`src/rtl/fifo_umbral.sv`:
```
// Synchronous FIFO with programmable almost-full / almost-empty thresholds.
// Registered read port; the flags are registered from the next-state occupancy, so they move on the same edge as count.
module fifo_umbral #(
    parameter int DATA_WIDTH = 6,
    parameter int ADDR_WIDTH = 3
) (
    input  logic                  clk,
    input  logic                  reset_L,
    input  logic [DATA_WIDTH-1:0] data_in,
    input  logic                  push,
    input  logic                  pop,
    input  logic [ADDR_WIDTH:0]   umbral_alto,
    input  logic [ADDR_WIDTH:0]   umbral_bajo,
    output logic [DATA_WIDTH-1:0] data_out,
    output logic                  valid_out,
    output logic                  empty,
    output logic                  full,
    output logic                  almost_full,
    output logic                  almost_empty,
    output logic                  error,
    output logic [ADDR_WIDTH:0]   count
);

    localparam int DEPTH = 2 ** ADDR_WIDTH;
    localparam logic [ADDR_WIDTH:0] DEPTH_C = (ADDR_WIDTH + 1)'(DEPTH);
    localparam logic [ADDR_WIDTH:0] ONE_C   = (ADDR_WIDTH + 1)'(1);
    localparam logic [ADDR_WIDTH-1:0] PTR_ONE_C = ADDR_WIDTH'(1);

    logic [DATA_WIDTH-1:0] mem_q [DEPTH];
    logic [ADDR_WIDTH-1:0] wr_ptr_q, wr_ptr_d;
    logic [ADDR_WIDTH-1:0] rd_ptr_q, rd_ptr_d;
    logic [ADDR_WIDTH:0]   count_q, count_d;
    logic [DATA_WIDTH-1:0] data_out_q, data_out_d;
    logic                  valid_out_q, valid_out_d;
    logic                  error_q, error_d;
    logic                  empty_q, empty_d;
    logic                  full_q, full_d;
    logic                  almost_full_q, almost_full_d;
    logic                  almost_empty_q, almost_empty_d;
    logic                  wr_ok_s, rd_ok_s;

    // Next-state logic: a pop on a full FIFO frees the slot the simultaneous push uses; no bypass when empty.
    always_comb begin
        rd_ok_s    = pop && (count_q != '0);
        wr_ok_s    = push && ((count_q != DEPTH_C) || rd_ok_s);
        wr_ptr_d   = wr_ptr_q;
        rd_ptr_d   = rd_ptr_q;
        data_out_d = data_out_q;
        valid_out_d = rd_ok_s;
        error_d    = error_q || (push && !wr_ok_s) || (pop && !rd_ok_s);
        if (wr_ok_s) begin
            wr_ptr_d = wr_ptr_q + PTR_ONE_C;
        end else begin
            wr_ptr_d = wr_ptr_q;
        end
        if (rd_ok_s) begin
            rd_ptr_d   = rd_ptr_q + PTR_ONE_C;
            data_out_d = mem_q[rd_ptr_q];
        end else begin
            rd_ptr_d   = rd_ptr_q;
            data_out_d = data_out_q;
        end
        case ({wr_ok_s, rd_ok_s})
            2'b10:   count_d = count_q + ONE_C;
            2'b01:   count_d = count_q - ONE_C;
            default: count_d = count_q;
        endcase
        empty_d        = (count_d == '0);
        full_d         = (count_d == DEPTH_C);
        almost_full_d  = (count_d >= umbral_alto);
        almost_empty_d = (count_d <= umbral_bajo);
    end

    // Control and output registers, cleared asynchronously.
    always_ff @(posedge clk or negedge reset_L) begin
        if (!reset_L) begin
            wr_ptr_q       <= '0;
            rd_ptr_q       <= '0;
            count_q        <= '0;
            data_out_q     <= '0;
            valid_out_q    <= 1'b0;
            error_q        <= 1'b0;
            empty_q        <= 1'b1;
            full_q         <= 1'b0;
            almost_full_q  <= 1'b0;
            almost_empty_q <= 1'b1;
        end else begin
            wr_ptr_q       <= wr_ptr_d;
            rd_ptr_q       <= rd_ptr_d;
            count_q        <= count_d;
            data_out_q     <= data_out_d;
            valid_out_q    <= valid_out_d;
            error_q        <= error_d;
            empty_q        <= empty_d;
            full_q         <= full_d;
            almost_full_q  <= almost_full_d;
            almost_empty_q <= almost_empty_d;
        end
    end

    // Storage array; never read while empty, so it needs no reset.
    always_ff @(posedge clk) begin
        if (wr_ok_s) begin
            mem_q[wr_ptr_q] <= data_in;
        end
    end

    assign data_out     = data_out_q;
    assign valid_out    = valid_out_q;
    assign empty        = empty_q;
    assign full         = full_q;
    assign almost_full  = almost_full_q;
    assign almost_empty = almost_empty_q;
    assign error        = error_q;
    assign count        = count_q;

endmodule

```
`config.mk`:
```
export PLATFORM = sky130hd
export DESIGN_NAME = fifo_umbral
export DESIGN_NICKNAME = d
export VERILOG_FILES = /design/src/rtl/fifo_umbral.sv
export SDC_FILE = /design/constraint.sdc
export NUM_CORES = 1
export LEC_CHECK = 0
export CAP_MARGIN = 20
export CORE_ASPECT_RATIO = 0.6
export CORE_MARGIN = 10
export CORE_UTILIZATION = 40
export DETAILED_ROUTE_END_ITERATION = 10
export GPL_TIMING_DRIVEN = 0
export SLEW_MARGIN = 25
export SYNTH_ARGS = -nofsm -noshare
export SYNTH_HDL_FRONTEND = slang
export SYNTH_SLANG_ARGS = --single-unit
```
`constraint.sdc`:
```
create_clock -name clk -period 3.65 [get_ports clk]
set_input_delay 0.365 -clock clk [delete_from_list [all_inputs] [get_ports clk]]
set_output_delay 0.365 -clock clk [all_outputs]
set_load 0.05 [all_outputs]
```
==> flow_metrics.env, run 1 <==
export IMPL_slew_viol_final=0
export IMPL_crit_fanout=10
export IMPL_post_dp_hpwl_um=4311
export IMPL_setup_worst_path_start="push"
export IMPL_min_period_over_period_pct=91.04
export IMPL_cts_setup_buffers=0
export IMPL_syn_avg_cell_area_um2=15.67
export IMPL_wl_um=5807
export IMPL_r2r_cells=12
export IMPL_design_area_um2=3832
export IMPL_area_fraction_of_the_dominant_cell_type_after_synthesis_pct=47.43
export IMPL_htree_num_levels=3
export IMPL_drt_pre_antenna_iters=4
export IMPL_min_path_type="input pin to asynchronous set/reset pin"
export IMPL_number_of_placed_cells_counting_well_taps=330
export IMPL_crit_slowest_cell="clkdlybuf4s50_1"
export IMPL_worstSetupStartpointType="input pin"
export IMPL_syn_to_final_growth_pct=26.10
export IMPL_clk_root_buffer_cell="clkbuf_16"
export IMPL_dieHeight_um=87.52
export IMPL_final_antenna_net_count=0
export IMPL_cts_hold_fix_buffers=0
export IMPL_final_cells=346
export IMPL_critical_path_max_stage_delay_ns=0.47
export IMPL_worstPathArrival_ns=3.56
export IMPL_die_area_um2=11600
export IMPL_synth_edff_count=48
export IMPL_synth_adder_area_share_pct=5.393
export IMPL_drcViolationCount=0
export IMPL_io_pins=34
export IMPL_synth_cell_types=39
export IMPL_max_slew_worst_pin_slew_ns=0.8772
export IMPL_path_cells="clkdlybuf4s50_1 -> buf_2 -> nand2b_1 -> nor2_1 -> ha_1 -> a21oi_1 -> nand2_1 -> o221a_1 -> a311o_1 -> ha_1 -> o2111ai_1 -> a22oi_1"
export IMPL_areal_power_density_over_the_cells_nw_per_um2=932.7
export IMPL_fmaxAchievable_mhz=300.9
export IMPL_post_synthesis_net_count=222
export IMPL_cts_repair_resize_count=0
export IMPL_maxCapViolations=0
export IMPL_ys_top_cells_by_count="edfxtp_1, dfrtp_1, nand2_1, mux4_2, inv_1"
export IMPL_synth_largest_area_cell="edfxtp_1"
export IMPL_critical_path_required_ns=3.89
export IMPL_cts_buffer_depth=2
export IMPL_most_common_cell_on_crit_path="ha_1"
export IMPL_grt_pass1_vias=1747
export IMPL_criticalPathCategory="input pin to register"
export IMPL_combinational_family_with_the_most_area_after_synthesis="multiplexers"
export IMPL_vias_per_cell=4.873
export IMPL_grt_start_max_net_pins=23
export IMPL_diodes=0
export IMPL_yosys_area_share_xor_xnor_pct=2.017
export IMPL_hold_violations=0
export IMPL_cts_reportedPaths_clkPinSlew_ns=0.06
export IMPL_vias=1686
export IMPL_yosysSeqAreaShare_pct=65.62
export IMPL_globalRouteOverflowTotal=0
export IMPL_max_slew_margin_pct=41.07
export IMPL_floorplan_core_area_um2=7327
export IMPL_global_route_wire_length_before_repair_um=9646
export IMPL_initial_core_util_pct=41.48
export IMPL_floorplan_rows=24
export IMPL_wl_per_cell_um=16.78
export IMPL_syn_inst=194
export IMPL_gr_usage_all_layers_pct=10.96
export IMPL_final_layout_size_suffix_gt1_share_pct=17.77
export IMPL_area_fraction_in_and_or_nand_and_nor_cells_after_synthesis_pct=6.381
export IMPL_setup_tns_final_ns=0
export IMPL_finalSetupViolCount=0
export IMPL_clock_skew_ns=0.01037
export IMPL_setup_worst_path_end_class="register"
export IMPL_synth_compound_gate_area_share_pct=6.093
export IMPL_post_route_min_period_ns=3.323
export IMPL_synth_mux_area_share_pct=12.27
export IMPL_design_power_total_w=0.003575
export IMPL_num_nets_final=265
export IMPL_synth_area_leaders="edfxtp_1, dfrtp_1, mux4_2"
export IMPL_numCtsBuffers=9
export IMPL_yosys_warnings=0
export IMPL_yosys_cell_count_top_type="edfxtp_1"
export IMPL_rsz_0062_raised_after_global_routing="no"
export IMPL_drt_iter0_markers=92
export IMPL_leakage_nw=1.417
export IMPL_cts_tree="done"
export IMPL_numClockSinks=70
export IMPL_run_status="completed"
export IMPL_clkLatencyLatePin_ns=0.33
export IMPL_synth_seq_cells=70
export IMPL_async_flop_share_pct=31.43
export IMPL_ir_drop_v=0.0003425
export IMPL_timing_rr_start="count[0]"
export IMPL_mapped_area_um2=3039
export IMPL_synthFlopType="edfxtp_1"
export IMPL_io_buffer_count=32
export IMPL_antenna_found_initial=0
export IMPL_die_width_um=132.5
export IMPL_gp_routability_congestion=0.7074
export IMPL_detailed_place_area_um2=3485
[final cells by class]
| cell class | count | area (um2) |
|---|---|---|
| buffer | 7 | 30.03 |
| clock buffer | 9 | 225.2 |
| clock inverter | 7 | 122.6 |
| fill | 631 | 3495 |
| inverter | 10 | 37.54 |
| multi-input combinational | 107 | 977.2 |
| sequential | 70 | 1994 |
| tap | 104 | 130.1 |
| timing repair buffer | 32 | 315.3 |
[final timing paths]
| check | to | slack [ns] |
|---|---|---|
| setup / recovery | almost_empty | 0.33 |
| hold / removal | count[3] | 0.002 |
| setup reg to reg | almost_empty | 0.39 |
| hold reg to reg | error | 0.47 |
| max in group asynchronous | almost_empty | 3.29 |
| min in group clk | error | 0.47 |
[metrics by stage]
stage	utilization [%]	hold WS, ns	setup WS, ns
after floorplan	-	0.06941	0.4232
after global placement	47.63	0.4431	0.06169
after detailed placement	47.56	0.3678	0.01315
after CTS	52.31	0.02074	0.3339
after global routing	52.31	0.04286	0.07031
final	52.31	0.001936	0.3269
[kinds of logic after synthesis]
kind of cell,count (synthesis)
flops,70
simple gates,39
compound gates,26
mux,22
buf+inv,17
fa+ha+maj,13
xor+xnor,7
[critical path, delay by kind of cell]
family	cells	cell delay (ns)
AND/OR/NAND/NOR	3	0.67
buffers and inverters	2	0.68
adder cells (fa/ha/maj)	2	0.67
AO/OA/AOI/OAI	5	1.17
[metal layers]
layer	up-vias	track usage, %	wire [um]
met5	-	0	0
met4	0	4.175	76
met3	5	4.090	281
met2	37	14.98	2369
met1	822	15.38	3079
li1	822	-	-
[report_power, final]
group	internal, W	switching (W)	leakage, nW
logic	0.000576	0.000817	0.560
clock network	0.000669	0.000320	0.162
registers	0.00106	0.000130	0.695
[state kept, by name, summed over array words and instances, names as in the netlist, 3 cells and up]
register  cells
count         4
data_out      6
mem_q        48
rd_ptr_q      3
wr_ptr_q      3
[cells in the final DEF, fill, tap and decap left out, types with 4 or more instances in the layout]
cell type	netlist	final
edfxtp_1	48	48
inv_1	10	10
mux2i_1	8	8
dfrtp_1	20	20
o21ai_0	4	4
nand2b_1	6	6
mux4_2	12	12
xnor2_1	4	4
buf_2	3	4
nor2_1	8	8
o21ai_1	4	4
clkdlybuf4s50_1	0	31
ha_1	9	9
nand2_1	17	17
clkbuf_16	0	9
a21oi_1	4	4
No activity file was read; power rests on OpenSTA's default activity.
==> run 2: changes to the inputs <==
Settings changed: CTS_CLUSTER_SIZE set to 28.
==> results of run 2 <==
Final layout, timing and power as in run 1 (identical DEF).
==> run 3: changes to the inputs <==
Settings changed: MAX_ROUTING_LAYER set to met4.
==> flow_metrics.env, run 3 (synthesis results as in run 1) <==
export IMPL_final_antenna_net_count=0
export IMPL_globalRouteOverflowTotal=0
export IMPL_htree_num_levels=3
export IMPL_cts_tree="done"
export IMPL_run_status="completed"
export IMPL_clock_skew_ns=0.008233
export IMPL_die_width_um=132.5
export IMPL_post_dp_hpwl_um=4311
export IMPL_setup_tns_final_ns=0
export IMPL_drcViolationCount=0
export IMPL_drt_iter0_markers=117
export IMPL_layout_commonest_cell="edfxtp_1"
export IMPL_min_period_over_period_pct=91.51
export IMPL_floorplan_core_area_um2=7327
export IMPL_worstPathArrival_ns=3.58
export IMPL_cts_reportedPaths_clkPinSlew_ns=0.06
export IMPL_criticalPathCategory="input pin to register"
export IMPL_cts_setup_buffers=0
export IMPL_rsz_0062_raised_after_global_routing="no"
export IMPL_num_nets_final=265
export IMPL_min_path_type="input pin to asynchronous set/reset pin"
export IMPL_worstSetupStartpointType="input pin"
export IMPL_global_route_wire_length_before_repair_um=9646
export IMPL_final_layout_size_suffix_gt1_share_pct=17.77
export IMPL_die_area_um2=11600
export IMPL_clkLatencyLatePin_ns=0.32
export IMPL_wl_per_cell_um=16.69
export IMPL_design_area_um2=3832
export IMPL_vias_per_cell=4.824
export IMPL_areal_power_density_over_the_cells_nw_per_um2=931.7
export IMPL_antenna_found_initial=0
export IMPL_gp_routability_congestion=0.7154
export IMPL_io_pins=34
export IMPL_n_fill_cell=631
export IMPL_dieHeight_um=87.52
export IMPL_cts_hold_fix_buffers=0
export IMPL_clk_root_buffer_cell="clkbuf_16"
export IMPL_gr_usage_all_layers_pct=11.32
export IMPL_max_slew_margin_pct=41.73
export IMPL_grt_start_max_net_pins=23
export IMPL_detailed_place_area_um2=3485
export IMPL_crit_fanout=10
export IMPL_r2r_cells=12
export IMPL_post_route_min_period_ns=3.340
export IMPL_hold_violations=0
export IMPL_worst_r2r_endpoint="almost_empty"
export IMPL_design_power_total_w=0.003571
export IMPL_floorplan_rows=24
export IMPL_leakage_nw=1.417
export IMPL_ir_drop_v=0.0003395
export IMPL_largest_reg_flops=48
export IMPL_diodes=0
export IMPL_grt_pass1_vias=1746
export IMPL_registers_top_by_ff_count="mem_q"
export IMPL_drt_pre_antenna_iters=4
export IMPL_syn_to_final_growth_pct=26.10
export IMPL_wl_um=5776
export IMPL_vias=1669
export IMPL_most_frequent_cells_in_the_layout="edfxtp_1, clkdlybuf4s50_1, dfrtp_1"
export IMPL_cts_buffer_depth=2
export IMPL_numClockSinks=70
export IMPL_slew_viol_final=0
export IMPL_io_buffer_count=32
export IMPL_max_slew_worst_pin_slew_ns=0.8674
export IMPL_regToRegSetupSlack_ns=0.38
export IMPL_setup_worst_path_end_class="register"
export IMPL_critical_path_required_ns=3.89
export IMPL_fmaxAchievable_mhz=299.4
export IMPL_initial_core_util_pct=41.48
export IMPL_numCtsBuffers=9
export IMPL_finalSetupViolCount=0
export IMPL_timing_rr_start="count[0]"
export IMPL_cts_repair_resize_count=0
export IMPL_maxCapViolations=0
==> run 3: cell counts in the layout (fill, tap and decap cells not counted) <==
No cell type changed its count.
==> run 3: area by class of cell <==
cell class / count / area (um2) / share of cell area, %
multi-input cells: 107 / 977.2 / 25.50
repair buffers: 32 / 315.3 / 8.227
flip-flops and latches: 70 / 1994 / 52.04
clock inverters: 7 / 122.6 / 3.199
well taps: 104 / 130.1 / 3.395
inverters: 10 / 37.54 / 0.9794
clock buffers: 9 / 225.2 / 5.877
plain buffers: 7 / 30.03 / 0.7835
==> run 3: routing by layer <==
layer / wire length, um / global-route usage [%]
met1: 2943 / 15.52
met2: 2371 / 14.93
met3: 404 / 4.320
met4: 57 / 3.579
met5: 0 / -
==> run 3: how the worst max path moves through the flow <==
stage / startpoint / end / slack, ns / cells past startpoint
global route: push / almost_empty / 0.07 / 12
global placement: push / almost_empty / 0.06 / 12
floorplan: count[0] / almost_full / 0.42 / 9
detailed placement: push / almost_empty / 0.01 / 12
finish: push / almost_empty / 0.31 / 12
CTS: push / almost_empty / 0.33 / 12
==> run 3: stage by stage <==
| step | setup slack, ns | util, % | cells | hold slack [ns] |
|---|---|---|---|---|
| floorplan | 0.4232 | - | 194 | 0.06941 |
| global placement | 0.06169 | 47.63 | 330 | 0.4431 |
| detailed placement | 0.01315 | 47.56 | 330 | 0.3678 |
| CTS | 0.3339 | 52.31 | 346 | 0.02074 |
| global route | 0.07128 | 52.31 | 346 | 0.04184 |
| finish | 0.3100 | 52.31 | 346 | 0.003831 |
==> run 3: worst max-delay path: stages <==
cell             delay, ns
clkdlybuf4s50_1       0.47
buf_2                 0.21
nand2b_1              0.21
nor2_1                0.31
ha_1                  0.34
a21oi_1               0.13
nand2_1               0.15
o221a_1               0.30
a311o_1               0.42
ha_1                  0.33
o2111ai_1             0.12
a22oi_1               0.21
==> run 3: power by group <==
group | switching (W) | total (W) | internal (W)
clock | 0.000318 | 0.000986 | 0.000669
sequential | 0.000129 | 0.00119 | 0.00106
combinational | 0.000817 | 0.00139 | 0.000576
total | 0.00126 | 0.00357 | 0.00231
